===== src/rtl/seg7_pkg.sv =====
// Shared types and segment encodings for the binary-to-7-segment display path.
// Segment vectors are active-high, bit order g..a (bit 6 = g, bit 0 = a).
package seg7_pkg;

  typedef enum logic [1:0] {
    IDLE,
    CONVERT,
    UPDATE
  } state_t;

  localparam logic [6:0] SEG_BLANK = 7'b0000000;
  localparam logic [6:0] SEG_DASH  = 7'b1000000;

  function automatic logic [6:0] bcd_to_seg(input logic [3:0] i_bcd);
    logic [6:0] r_seg;
    case (i_bcd)
      4'd0:    r_seg = 7'b0111111;
      4'd1:    r_seg = 7'b0000110;
      4'd2:    r_seg = 7'b1011011;
      4'd3:    r_seg = 7'b1001111;
      4'd4:    r_seg = 7'b1100110;
      4'd5:    r_seg = 7'b1101101;
      4'd6:    r_seg = 7'b1111101;
      4'd7:    r_seg = 7'b0000111;
      4'd8:    r_seg = 7'b1111111;
      4'd9:    r_seg = 7'b1101111;
      default: r_seg = SEG_DASH;
    endcase
    return r_seg;
  endfunction

endpackage


===== src/rtl/seg7_digit.sv =====
// One 7-segment digit: BCD decode with dash/blank overrides and output polarity.
module seg7_digit (
  input  logic [3:0] i_bcd,
  input  logic       i_blank,
  input  logic       i_dash,
  input  logic       i_active_low,
  output logic [6:0] o_seg
);
  import seg7_pkg::*;

  logic [6:0] w_seg;

  // Dash outranks blank so an overflow is never hidden by zero blanking.
  always_comb begin
    w_seg = bcd_to_seg(i_bcd);
    if (i_blank) w_seg = SEG_BLANK;
    if (i_dash)  w_seg = SEG_DASH;
  end

  assign o_seg = i_active_low ? ~w_seg : w_seg;

endmodule


===== src/rtl/seg7_bin_display.sv =====
// Binary value to NDIGITS 7-segment displays via sequential double-dabble,
// with valid/ready input, leading-zero blanking and overflow dashes.
module seg7_bin_display #(
  parameter int WIDTH      = 10,
  parameter int NDIGITS    = 3,
  parameter int ACTIVE_LOW = 1
) (
  input  logic                   clk,
  input  logic                   reset,
  input  logic                   in_valid,
  output logic                   in_ready,
  input  logic [WIDTH-1:0]       value,
  input  logic                   blank_lz,
  output logic [NDIGITS*7-1:0]   hex,
  output logic                   done,
  output logic                   overflow
);
  import seg7_pkg::*;

  localparam int BCDW = NDIGITS * 4;
  localparam int CW   = $clog2(WIDTH + 1);
  localparam logic [CW-1:0] LAST_BIT = CW'(WIDTH - 1);
  localparam logic [6:0]    SEG_OFF  = (ACTIVE_LOW != 0) ? ~SEG_BLANK : SEG_BLANK;

  state_t               r_state;
  state_t               w_state_next;
  logic [WIDTH-1:0]     r_bin;
  logic [BCDW-1:0]      r_bcd;
  logic [CW-1:0]        r_cnt;
  logic                 r_blank_lz;
  logic                 r_ovf_sticky;
  logic [NDIGITS*7-1:0] r_hex;
  logic                 r_done;
  logic                 r_overflow;

  logic [BCDW-1:0]      w_bcd_adj;
  logic [BCDW-1:0]      w_bcd_shift;
  logic [NDIGITS:0]     w_lead_zero;
  logic [NDIGITS*7-1:0] w_seg;

  assign in_ready = (r_state == IDLE);
  assign hex      = r_hex;
  assign done     = r_done;
  assign overflow = r_overflow;

  always_ff @(posedge clk or posedge reset) begin
    if (reset) r_state <= IDLE;
    else       r_state <= w_state_next;
  end

  always_comb begin
    w_state_next = r_state;
    case (r_state)
      IDLE:    if (in_valid) w_state_next = CONVERT;
      CONVERT: if (r_cnt == LAST_BIT) w_state_next = UPDATE;
      UPDATE:  w_state_next = IDLE;
      default: w_state_next = IDLE;
    endcase
  end

  always_comb begin
    w_bcd_adj = r_bcd;
    for (int unsigned i = 0; i < NDIGITS; i++) begin
      if (r_bcd[4*i +: 4] >= 4'd5) w_bcd_adj[4*i +: 4] = r_bcd[4*i +: 4] + 4'd3;
    end
  end

  assign w_bcd_shift = {w_bcd_adj[BCDW-2:0], r_bin[WIDTH-1]};

  always_ff @(posedge clk or posedge reset) begin
    if (reset) begin
      r_bin        <= '0;
      r_bcd        <= '0;
      r_cnt        <= '0;
      r_blank_lz   <= 1'b0;
      r_ovf_sticky <= 1'b0;
      r_hex        <= {NDIGITS{SEG_OFF}};
      r_done       <= 1'b0;
      r_overflow   <= 1'b0;
    end else begin
      r_done <= 1'b0;
      case (r_state)
        IDLE: begin
          if (in_valid) begin
            r_bin        <= value;
            r_blank_lz   <= blank_lz;
            r_bcd        <= '0;
            r_cnt        <= '0;
            r_ovf_sticky <= 1'b0;
          end
        end
        CONVERT: begin
          r_bcd <= w_bcd_shift;
          r_bin <= r_bin << 1;
          r_cnt <= r_cnt + 1'b1;
          // A set MSB after adjust means the top digit doubles past 9.
          if (w_bcd_adj[BCDW-1]) r_ovf_sticky <= 1'b1;
        end
        UPDATE: begin
          r_hex      <= w_seg;
          r_overflow <= r_ovf_sticky;
          r_done     <= 1'b1;
        end
        default: ;
      endcase
    end
  end

  // w_lead_zero[k]: digits k..NDIGITS-1 are all zero.
  assign w_lead_zero[NDIGITS] = 1'b1;

  for (genvar k = 0; k < NDIGITS; k++) begin : g_digit
    logic w_blank;
    assign w_lead_zero[k] = w_lead_zero[k+1] & (r_bcd[4*k +: 4] == 4'd0);
    if (k == 0) begin : g_lsd
      assign w_blank = 1'b0;
    end else begin : g_upper
      assign w_blank = r_blank_lz & w_lead_zero[k];
    end
    seg7_digit u_digit (
      .i_bcd        (r_bcd[4*k +: 4]),
      .i_blank      (w_blank),
      .i_dash       (r_ovf_sticky),
      .i_active_low (ACTIVE_LOW != 0),
      .o_seg        (w_seg[7*k +: 7])
    );
  end

endmodule

===== config.mk =====
export PLATFORM = sky130hd
export DESIGN_NAME = seg7_bin_display
export DESIGN_NICKNAME = d
export VERILOG_FILES = /design/src/rtl/seg7_pkg.sv /design/src/rtl/seg7_digit.sv /design/src/rtl/seg7_bin_display.sv
export SDC_FILE = /design/constraint.sdc
export NUM_CORES = 1
export LEC_CHECK = 0
export BUFFER_PORTS_ARGS = -buffer_cell sky130_fd_sc_hd__buf_2
export CAP_MARGIN = 20
export CORE_MARGIN = 2
export CORE_UTILIZATION = 31
export CTS_CLUSTER_SIZE = 14
export DETAILED_ROUTE_END_ITERATION = 6
export GPL_TIMING_DRIVEN = 0
export HOLD_SLACK_MARGIN = 0.03
export SYNTH_ARGS = -nofsm -noshare
export SYNTH_HDL_FRONTEND = slang
export SYNTH_SLANG_ARGS = --single-unit

===== constraint.sdc =====
create_clock -name clk -period 2 [get_ports clk]
set_input_delay 0.3 -clock clk [delete_from_list [all_inputs] [get_ports clk]]
set_output_delay 0.3 -clock clk [all_outputs]
set_load 0.005 [all_outputs]

== Word-level counts from Yosys, hierarchy flattened ==
Memories as Yosys holds them, arrays and structs flattened.
Cells that the tools add are included.

* Register bits: 53
* Bits in latches: 0
* Bits in writable memories: 0
* Bits in read-only memories: 336
* Output and inout port bits: 24
* Word-level logic and storage cells: 60
* Memories: 3

{| class="wikitable"
|+ Memories
! memory !! depth !! bits a word !! read ports !! clocked after memory_dff !! wr ports !! line !! text
|-
| (no name shown) || 16 || 7 || 1 || 0 || 0 || seg7_pkg.sv:16 || <nowiki>case (i_bcd)</nowiki>
|-
| (no name shown) || 16 || 7 || 1 || 0 || 0 || seg7_pkg.sv:16 ||
|-
| (no name shown) || 16 || 7 || 1 || 0 || 0 || seg7_pkg.sv:16 ||
|}

* $add $sub $neg: 4
* Multiply operators: 0
* Div/mod/pow operators: 0
* Magnitude comparators: 3
* Eq/ne operators: 6
* Shift operators: 0
* Mux-type cells: 21
* Bitwise gates (word level): 6
* Reductions and logical operators: 8

{| class="wikitable"
|+ Operators by type and width
! operator !! number
|-
| 7-bit two-way mux || 5
|-
| 12-bit one-hot mux with 2 select lines || 1
|-
| 7-bit NOT || 3
|-
| 10-bit one-hot mux with 2 select lines || 1
|-
| 4-bit two-way mux || 4
|-
| 4-bit by 2-bit adder with 4-bit output (second input constant) || 3
|-
| 4-bit by 3-bit greater-or-equal comparator with 1-bit output (second input constant) || 3
|-
| 12-bit two-way mux || 1
|-
| 10-bit two-way mux || 1
|-
| 4-bit logical NOT || 2
|-
| 4-bit one-hot mux with 2 select lines || 1
|-
| 2-bit inequality test (second input constant) || 3
|-
| 2-bit AND reduction || 3
|-
| 4-bit by 1-bit adder with 4-bit output (second input constant) || 1
|-
| 4-bit equality test (second input constant) || 1
|-
| 2-bit two-way mux || 2
|-
| 2-bit one-hot mux with 2 select lines || 1
|-
| 1-bit bitwise AND || 3
|-
| 1-bit two-way mux || 3
|-
| 3-bit AND reduction || 1
|-
| 2-bit by 1-bit equality test with 1-bit output (second input constant) || 1
|-
| 2-bit equality test (second input constant) || 1
|-
| 2-bit logical NOT || 1
|-
| 1-bit one-hot mux with 2 select lines || 1
|-
| 2-bit nonzero test || 1
|}

== Longest topological paths before layout ==
Gate-level depths: netlist of the first run.

* Depth in word-level cells: 6
* Gate-level depth with buffers: 7
* Depth with buffers taken out: 6

== By module ==
From an unflattened synthesis of the first run, not the netlist that was laid out.

* Cell total of the unflattened synthesis: 332
* Area, all modules: 3384.5 sq um

{| class="wikitable"
|+ Modules (own cells, without submodules)
! module !! times used !! cells an instance !! area an instance (sq um)
|-
| seg7_bin_display || 1 || 218 || 2506.2
|-
| seg7_digit || 3 || 38 || 292.8
|}

== Worst setup path after synthesis of the first run ==
OpenSTA, ideal clock, no wires.

* Path type: flip-flop to flip-flop
* From: register r_bcd[5]
* To: register r_bcd[6]
* Arrival time: 1369 ps
* Slack: 505 ps
* Stages on the path, launching flop included: 7
* Buffers on the path: 0
* Clock period less this slack: 1495 ps
* Path through: dfrtp_1 -> inv_1 -> ha_1 -> nand2b_1 -> a21oi_1 -> nor3_1 -> a221o_1

* Cells in the longest elaborated chain, start to end: 3
* Elaborated cells on any way between the ends: 4

{| class="wikitable"
|+ RTL lines
! item !! line !! text
|-
| from (decl) || seg7_bin_display.sv:28 || <nowiki>logic [BCDW-1:0] r_bcd;</nowiki>
|-
| from (signal assigned) || seg7_bin_display.sv:93 || <nowiki>r_bcd <= w_bcd_shift;</nowiki>
|-
| 4-bit by 2-bit adder with 4-bit output or 4-bit by 3-bit greater-or-equal comparator with 1-bit output (tied branches) || seg7_bin_display.sv:64 || <nowiki>if (r_bcd[4*i +: 4] >= 4'd5) w_bcd_adj[4*i +: 4] = r_bcd[4*i +: 4] + 4'd3;</nowiki>
|-
| 4-bit two-way mux (*) || seg7_bin_display.sv:64 ||
|-
| 12-bit one-hot mux with 2 select lines (*) || seg7_bin_display.sv:82 || <nowiki>case (r_state)</nowiki>
|}

Every way passes the cells marked *; elsewhere a longest branch is shown, timed or not.
A chain may end at the register's enable or synchronous reset.

== Worst setup path in the final report of the first run ==
Ends and elaborated chain as after synthesis.

==> results of run 1 <==
[routing by layer]
metal	global-route usage	up-vias	part of all wire
met5	0	-	0
met4	0.0369	0	0.012
met3	0.0264	9	0.031
met2	0.240	43	0.49
met1	0.182	1127	0.47
li1	-	1131	-
[Yosys cell counts (2+ instances only)]
cell type and count:
o31ai_1 2, a22o_1 4, nor3_1 7, o22a_1 7, ha_1 18, o21ai_0 34, nor3b_1 9, nand3_1 4
inv_1 17, buf_4 3, dfrtp_1 32, nand2b_1 14, dfstp_2 21, mux2i_1 4, nor2_1 16, o21ai_1 3
buf_2 11, o21bai_1 2, xnor2_1 3, a21oi_1 30, buf_6 2, nand2_1 34
[logic make-up after synthesis]
kind of cell,synth area share
compound gates,0.204
simple gates,0.162
flops,0.469
buf+inv,0.0603
fa+ha+maj,0.0781
mux,0.0178
xor+xnor,0.00911
[how the worst min path moves through the flow]
stage,end,depth (start not counted),startpoint
3_3_place_gp,hex[7]$_DFFE_PP1P_,2,hex[7]$_DFFE_PP1P_
3_5_place_dp,r_bcd[10]$_DFFE_PP0P_,2,reset
5_1_grt,r_blank_lz$_DFFE_PP0P_,2,blank_lz
4_1_cts,r_blank_lz$_DFFE_PP0P_,2,blank_lz
6_report,r_blank_lz$_DFFE_PP0P_,2,blank_lz
2_1_floorplan,hex[7]$_DFFE_PP1P_,2,hex[7]$_DFFE_PP1P_
[placed cells by master, fill, tap and decap left out, types with 2 or more instances in the layout]
| cell | synthesis | final |
|---|---|---|
| clkbuf_8 | 0 | 6 |
| o21ai_1 | 3 | 3 |
| nor2_1 | 16 | 16 |
| o21ai_0 | 34 | 34 |
| nor3_1 | 7 | 7 |
| nand3_1 | 4 | 4 |
| a22o_1 | 4 | 4 |
| mux2i_1 | 4 | 4 |
| nand2b_1 | 14 | 14 |
| o22a_1 | 7 | 7 |
| ha_1 | 18 | 18 |
| o21bai_1 | 2 | 2 |
| o31ai_1 | 2 | 2 |
| a21oi_1 | 30 | 30 |
| buf_2 | 11 | 48 |
| nor3b_1 | 9 | 9 |
| clkbuf_1 | 1 | 3 |
| buf_4 | 3 | 3 |
| nand2_1 | 34 | 34 |
| buf_6 | 2 | 2 |
| inv_1 | 17 | 16 |
| dfstp_2 | 21 | 21 |
| dfrtp_1 | 32 | 32 |
| xnor2_1 | 3 | 3 |
[stage by stage]
| step | utilization | instances | area (um^2) | hold WS [ns] |
|---|---|---|---|---|
| 6_report | 0.364 | 456 | 3330 | 0.215 |
| 5_1_grt | 0.364 | 456 | 3330 | 0.234 |
| 4_1_cts | 0.364 | 456 | 3330 | 0.210 |
| 3_5_place_dp | 0.353 | 447 | 3230 | 0.298 |
| 3_3_place_gp | 0.351 | 446 | 3210 | 0.447 |
| 2_1_floorplan | - | 298 | 2880 | 0.444 |
[what timing repair did]
item | CTS | global route
hold endpoints to repair | 2 | 0
setup buffers | 0 | 0
hold buffers | 1 | 0
[state kept, by name (all words and copies together) (netlist names)]
signal and cells:
done 1, r_ovf_sticky 1, r_bin 10, r_cnt 4, overflow 1, r_bcd 12, r_blank_lz 1, hex 21
r_state 2
[where the power goes]
part | total [mW] | leakage, nW | switching [mW] | internal (mW)
sequential | 2.00 | 0.622 | 0.380 | 1.62
clock | 0.642 | 0.0455 | 0.358 | 0.284
combinational | 2.41 | 0.818 | 1.34 | 1.07
total | 5.06 | 1.49 | 2.08 | 2.98
[critical path: stages (launching register included)]
cell and delay (ns):
dfrtp_1 0.48, inv_1 0.14, ha_1 0.21, nand2b_1 0.16, a21oi_1 0.28, nor3_1 0.08, a221o_1 0.26
[final cells by class]
class / instances / area, um^2
buffer: 17 / 104
clock buffer: 8 / 90.1
fill: 934 / 5820
inverter: 18 / 70.1
multi-input combinational: 210 / 1360
sequential: 53 / 1350
tap: 111 / 139
timing repair buffer: 39 / 215
==> key figures, run 1 <==
Outcome
  – Status: finished, final reports clean

Cells and area
  – Share of layout cells above drive strength 1: 0.255
  – Area grow syn2layout: 15.4%
  – Diode count: 0
  – Net count, final: around 380

STA
  – Max Fclk: slightly below 600 MHz
  – Final Hold Viols: 0
  – Tcrit/Tclk final: 0.859
  – Slew Viols, Final: 0
  – Setup TNS Final: 0 ns
  – Final worst slack: ~0.28 ns
  – RSZ-0062 raised after global routing: no
  – Worst-margin pin slew: roughly 0.44 ns
  – Clock Skews: ~0.0044 ns
  – Slew headroom: 0.702
  – Post-layout minimum cycle time: 1.72 ns
  – Final setup viols: 0

Floorplan
  – CORE AREA: a little over 9000 um^2
  – Num ports: 38
  – Row count: 35
  – Chip height: roughly 100 um
  – Die Wd: 100 um
  – Initial core utilization: 0.315
  – Total Die Area: just over 10000 um^2

Clock network
  – Post-cts gate resize count: 0
  – H-tree depth: 2
  – CTS Sinks: 53
  – Worst-path clk slew: 0.10 ns
  – CTS tree: done
  – Worst-Skew Late Latency: 0.31 ns
  – Bufs on Longest Clock Path: 2
  – CTS root buf: clkbuf_8
  – CTS buffer count: 5

Route
  – Via density: 5.07
  – DR iter-0 viols: approximately 100
  – WL per Instance: 14.4 um
  – Routed vias: ~2300
  – Post-route ant nets: 0
  – DR pass1 iterations: 6
  – Final wirelength: between 6 and 7 mm
  – Drt drc: 0

Logic synthesis
  – Yosys reg bits: between 50 and 60
  – Ys flop type: dfrtp_1
  – Syn_nets: 330
  – Largest cells by area after synthesis: dfrtp_1, dfstp_2, ha_1
  – Cell taking the most area after synthesis: dfrtp_1
  – Yosys cell types: between 40 and 50
  – Mapped Cells: ~300
  – Post-synth EDFFs: 0
  – Netlist area before placement: about 2900 um^2
  – Async SR Flop Fraction: 1.00
  – Top-area cell type share of the netlist area: 0.278
  – Yosys warns: 0
  – Register area share after synthesis: 0.469
  – Mean Syn Cell Area: between 9 and 10 um^2

Critical path
  – Worst reg2reg startpoint: r_bcd[5]$_DFFE_PP0P_
  – Crit path from: r_bcd[5]$_DFFE_PP0P_
  – FF-to-FF End: r_bcd[6]$_DFFE_PP0P_
  – Worst reg-to-reg path cell count: 6
  – WP data arrival: 1.93 ns
  – R2r setup slk: 0.28 ns
  – Worst Setup EP: r_bcd[6]$_DFFE_PP0P_
  – Worst Path Max Fanout: 7
  – Setup crit end kind: register
  – Required time of the critical path: ~2.2 ns
  – Startpoint Class: register
  – Kind of critical path: reg -> reg

Global routing
  – Total track usage: 0.140
  – First-pass GRT wire length: between 10 and 15 mm
  – Antenna violations before repair: 0
  – Grt total ovfl: 0
  – Largest net degree at the start of global routing: 39
  – Vias in the first global route: approximately 2300

Pwr
  – Worst VDD drop: slightly below 0.0005 V
  – PwrDens: roughly 1500 nW/um^2
  – Lkg Pwr: ~1.5 nW
  – Total Power: 5.06 mW

Place
  – Post-DP HPWL: approximately 4.8 mm
  – Pre-CTS setup slack: 0.309 ns
  – PortBufs: 37
  – Placer Congestion: 0.814

Run
  – Max Cap Viol: 0

Worst hold path
  – Hold crit path type: in -> reg
(Power assumes the default switching activity.)
==> inputs of run 2 (changes only) <==
--- a/config.mk
+++ b/config.mk
@@ -7,6 +7,7 @@
 export LEC_CHECK = 0
 export BUFFER_PORTS_ARGS = -buffer_cell sky130_fd_sc_hd__buf_2
 export CAP_MARGIN = 20
+export CORE_ASPECT_RATIO = 0.6
 export CORE_MARGIN = 2
 export CORE_UTILIZATION = 31
 export CTS_CLUSTER_SIZE = 14
==> run 2 against run 1 <==
  * First-iteration DRC count grew 26%
  * Sequential power is essentially flat
  * Die area grew 0.24%
  * Routed wire length is 5.3% higher
  * Global-route usage increased by 0.60 points
  * Critical path depth did not move
  * Critical path type unchanged
  * Largest power group unchanged
  * Highest routed layer unchanged
==> key figures, run 2 (synthesis gave the netlist of run 1 again) <==
Outcome
  – Status: finished, final reports clean

Route
  – Drt drc: 0
  – Routed vias: between 2000 and 2500
  – WL per Instance: 15.0 um
  – Post-route ant nets: 0
  – Via density: approximately 5
  – DR iter-0 viols: roughly 130
  – DR pass1 iterations: 4
  – Final wirelength: about 6.9 mm

Cells and area
  – Net count, final: between 300 and 400
  – Max reg flops: 21
  – Reg area: ~1400 um^2
  – Final Core Density: 0.370
  – Diode count: 0
  – Multi-input logic area: about 1400 um^2
  – Share of layout cells above drive strength 1: 0.253
  – Area grow syn2layout: 16.9%
  – Commonest non-fill, non-tap cells in the layout: buf_2, o21ai_0, nand2_1
  – Design area: roughly 3400 um^2
  – Non-Filler Instances: 460
  – # fillers: approximately 900
  – Leading cell type in the layout, fill and taps excluded: buf_2

STA
  – Slew headroom: 0.661
  – Tcrit/Tclk final: 0.877
  – RSZ-0062 raised after global routing: no
  – Setup TNS Final: 0 ns
  – Slew Viols, Final: 0
  – Worst-margin pin slew: just under 0.5 ns
  – Post-layout minimum cycle time: about 1.8 ns
  – Final Hold Viols: 0
  – Min Hold Slack: 0.0262 ns
  – Max Fclk: around 570 MHz
  – Clock Skews: 0.00602 ns
  – Final setup viols: 0
  – Final worst slack: ~0.25 ns

Clock network
  – CTS Sinks: 53
  – Post-CTS Hold Fix Bufs: 0
  – Bufs on Longest Clock Path: 2
  – Post-cts gate resize count: 0
  – Worst-Skew Late Latency: roughly 0.30 ns
  – CTS root buf: clkbuf_16
  – H-tree depth: 2
  – Post-CTS setup buffers: 0
  – CTS tree: done
  – Worst-path clk slew: 0.07 ns
  – CTS buffer count: 5

Floorplan
  – Chip height: 78.7 um
  – Num ports: 38
  – Die Wd: between 100 and 150 um
  – Initial core utilization: 0.316
  – CORE AREA: 9120 um^2
  – Total Die Area: between 10000 and 15000 um^2
  – Row count: 27

Critical path
  – Top delay family on crit path: compound AO/OA/AOI/OAI gates
  – Setup crit end kind: register
  – Kind of critical path: reg -> reg
  – WP data arrival: approximately 2 ns
  – R2r setup slk: 0.25 ns
  – CP Buf/Inv Count: 1
  – Startpoint Class: register
  – Worst reg-to-reg path cell count: 6
  – FF-to-FF End: hex[11]$_DFFE_PP1P_
  – Max incr delay on CP: approximately 0.50 ns
  – Critical path's slowest cell: a2111oi_0
  – Worst Path Max Fanout: 5
  – Worst reg2reg startpoint: r_bcd[8]$_DFFE_PP0P_
  – Required time of the critical path: 2.21 ns
  – Critical-path cell list: inv_1 -> ha_1 -> nand4bb_4 -> nor3_1 -> a2111oi_0 -> nor2_1

Pwr
  – PwrDens: around 1600 nW/um^2
  – Total Power: about 5.3 mW
  – Worst VDD drop: slightly above 0.0005 V
  – Lkg Pwr: 1.50 nW

Global routing
  – Grt total ovfl: 0
  – Vias in the first global route: 2222
  – Total track usage: 0.146
  – Largest net degree at the start of global routing: 32
  – First-pass GRT wire length: 11.5 mm
  – Antenna violations before repair: 0

Place
  – Post-DP Area: 3230 um^2
  – Placer Congestion: 0.785
  – Post-DP HPWL: between 5 and 6 mm
  – Pre-CTS setup slack: roughly 0.29 ns
  – Placed insts: 452
  – PortBufs: 37

Run
  – Max Cap Viol: 0

Worst hold path
  – Hold crit path type: in -> async
run 2: cell count changes in the layout (fill, tap and decap cells not counted):
cell,delta
clkbuf_8,-6
dlygate4sd3_1,-1
clkbuf_16,+5
clkbuf_1,+1
run 2: how the worst max path moves through the flow:
stage | startpoint | end | slack, ns | cells past startpoint
after floorplan | reset | done$_DFF_PP0_ | 0.45 | 1
after global placement | reset | overflow$_DFFE_PP0P_ | -0.34 | 2
after detailed placement | r_bcd[5]$_DFFE_PP0P_ | r_bcd[6]$_DFFE_PP0P_ | 0.29 | 6
after CTS | r_bcd[5]$_DFFE_PP0P_ | r_bcd[6]$_DFFE_PP0P_ | 0.27 | 6
after global routing | r_bcd[8]$_DFFE_PP0P_ | hex[11]$_DFFE_PP1P_ | 0.13 | 6
final | r_bcd[8]$_DFFE_PP0P_ | hex[11]$_DFFE_PP1P_ | 0.25 | 6
run 2: layer usage:
metal / global-route usage / vias to the layer above / part of all wire
li1: - / 1130 / -
met1: 0.224 / 1103 / 0.55
met2: 0.203 / 55 / 0.39
met3: 0.0357 / 7 / 0.049
met4: 0.0359 / 0 / 0.010
met5: 0 / - / 0
run 2: cell type report:
| type | count | area share |
|---|---|---|
| inverter | 18 | 0.0208 |
| tap | 116 | 0.0431 |
| multi-input combinational | 210 | 0.403 |
| sequential | 53 | 0.401 |
| timing repair buffer | 38 | 0.0609 |
| clock buffer | 8 | 0.0405 |
| buffer | 17 | 0.0308 |
run 2: where the power goes:
part	switching, mW	leakage (nW)	internal (mW)
Sequential	0.389	0.622	1.62
Combinational	1.35	0.814	1.08
Clock	0.395	0.0652	0.468
Total	2.14	1.50	3.17
==> inputs of run 3 (changes only) <==
--- a/config.mk
+++ b/config.mk
@@ -9,7 +9,7 @@
 export CAP_MARGIN = 20
 export CORE_ASPECT_RATIO = 0.6
 export CORE_MARGIN = 2
-export CORE_UTILIZATION = 31
+export CORE_UTILIZATION = 40
 export CTS_CLUSTER_SIZE = 14
 export DETAILED_ROUTE_END_ITERATION = 6
 export GPL_TIMING_DRIVEN = 0
==> run 3 against run 2 <==
  * Sequential power barely moved
  * Setup slack better by 0.019 ns
  * Clock-buffer cell count decreased by 3
  * Combinational power is 2% lower
  * Critical path depth did not move
  * First-iteration DRC count fell by 20%
  * Power down 1.0%
  * Sequential share of layout area rose by 0.36 points
  * Worst hold slack better by 0.020 ns
  * Critical path type unchanged
==> key figures, run 3 (synthesis gave the netlist of run 1 again) <==
Clock network
  – CTS tree: done
  – CTS Sinks: 53
  – Worst-Skew Late Latency: ~0.29 ns
  – Bufs on Longest Clock Path: 2
  – CTS buffer count: 5
  – H-tree depth: 2
  – Post-cts gate resize count: 0
  – Post-CTS setup buffers: 0
  – CTS root buf: clkbuf_16
  – Worst-path clk slew: roughly 0.070 ns
  – Post-CTS Hold Fix Bufs: 0

STA
  – Final Hold Viols: 0
  – Post-layout minimum cycle time: roughly 1.7 ns
  – Slew headroom: 0.633
  – Tcrit/Tclk final: 0.867
  – Final setup viols: 0
  – Slew Viols, Final: 0
  – Clock Skews: approximately 0.0043 ns
  – Min Hold Slack: 0.0464 ns
  – Max Fclk: just under 600 MHz
  – Worst-margin pin slew: between 0.5 and 0.6 ns
  – RSZ-0062 raised after global routing: no
  – Final worst slack: about 0.27 ns

Route
  – DR iter-0 viols: between 100 and 150
  – DR pass1 iterations: 4
  – Drt drc: 0
  – Post-route ant nets: 0
  – Via density: 5.20
  – Routed vias: ~2200
  – Final wirelength: 6.44 mm
  – WL per Instance: roughly 15 um

Pwr
  – Reg power frac: 0.380
  – Combinational share of power: 0.455
  – Switching Fraction: 0.399
  – PwrDens: about 1600 nW/um^2
  – Lkg Pwr: 1.51 nW
  – Clock share of power: 0.164
  – Internal power: roughly 3.2 mW
  – Total Power: ~5.2 mW
  – Sw Pwr: between 2 and 2.5 mW
  – Worst VDD drop: ~0.00066 V

Place
  – Post-DP HPWL: 4.75 mm
  – Post-DP Area: 3200 um^2
  – Placer Congestion: approximately 0.9
  – PortBufs: 37
  – Pre-CTS setup slack: 0.287 ns

Cells and area
  – Max reg flops: 21
  – Share of layout cells above drive strength 1: 0.262
  – Leading cell type in the layout, fill and taps excluded: buf_2
  – Commonest non-fill, non-tap cells in the layout: buf_2, o21ai_0, nand2_1
  – Net count, final: between 300 and 400
  – Area grow syn2layout: 15.8%
  – Diode count: 0
  – Design area: approximately 3300 um^2

Critical path
  – Kind of critical path: reg -> reg
  – Startpoint Class: register
  – WP data arrival: just under 2 ns
  – Required time of the critical path: roughly 2.2 ns
  – Setup crit end kind: register
  – Worst Path Max Fanout: 7

Global routing
  – Largest net degree at the start of global routing: 30
  – Grt total ovfl: 0
  – Vias in the first global route: 2196
  – First-pass GRT wire length: between 10 and 15 mm
  – Total track usage: 0.173
  – Antenna violations before repair: 0

Floorplan
  – Num ports: 38
  – Row count: 23
  – Die Wd: between 100 and 150 um
  – Initial core utilization: 0.423
  – Chip height: about 70 um
  – Total Die Area: just under 8000 um^2
  – CORE AREA: a little under 7000 um^2

Worst hold path
  – Hold crit path type: in -> async

Outcome
  – Status: finished, final reports clean

Run
  – Max Cap Viol: 0
[run 3: cell types whose count changed in the layout (fill, tap and decap cells not counted), sizes merged]
cell and change:
clkinv +2, clkinvlp +1, clkbuf -3
[run 3: path summary, 6_finish.rpt]
| kind | start | endpoint | slack (ns) | depth (start not counted) |
|---|---|---|---|---|
| max in group asynchronous | reset | hex[7]$_DFFE_PP1P_ | 1.33 | 3 |
| hold / removal | reset | r_bin[0]$_DFFE_PP0P_ | 0.05 | 2 |
| setup / recovery | r_bcd[9]$_DFFE_PP0P_ | hex[11]$_DFFE_PP1P_ | 0.27 | 6 |
| hold reg to reg | hex[10]$_DFFE_PP1P_ | hex[10]$_DFFE_PP1P_ | 0.45 | 2 |
| min in group clk | blank_lz | r_blank_lz$_DFFE_PP0P_ | 0.24 | 2 |
| setup reg to reg | r_bcd[9]$_DFFE_PP0P_ | hex[11]$_DFFE_PP1P_ | 0.27 | 6 |
[run 3: power groups by stage]
stage               registers, mW  clock network, mW  logic (mW)
floorplan                    1.94                  0        1.79
global placement             2.01                  0        2.37
detailed placement           2.01                  0        2.41
CTS                          2.00              0.893        2.42
global route                 2.07              0.929        2.74
finish                       2.00              0.863        2.39
[run 3: metrics by stage]
| step | utilization | setup TNS (ns) | std cells |
|---|---|---|---|
| after global routing | 0.490 | 0 | 431 |
| after global placement | 0.466 | -9.72 | 422 |
| after detailed placement | 0.469 | 0 | 423 |
| after floorplan | - | 0 | 298 |
| after CTS | 0.490 | 0 | 431 |
| final | 0.490 | 0 | 431 |
[run 3: routing by layer]
layer	wire, um	up-vias	track usage
met4	34	0	0.0244
met5	0	-	0
met2	2540	46	0.241
met1	3550	1062	0.270
met3	311	6	0.0481
li1	-	1128	-
[run 3: final cells by class]
class,instances,area [um^2]
Inverter,18,70.1
Sequential cell,53,1350
Buffer,17,104
Clock buffer,5,125
Multi-Input combinational cell,210,1360
Clock inverter,3,17.5
Fill cell,687,3480
Timing Repair Buffer,38,205
Tap cell,87,109
[run 3: critical path: stages, from the launching register on]
cell and delay, ns:
dfrtp_1 0.47, inv_1 0.14, ha_1 0.26, nand4bb_4 0.14, nor3_1 0.07, a2111oi_0 0.47, nor2_1 0.10
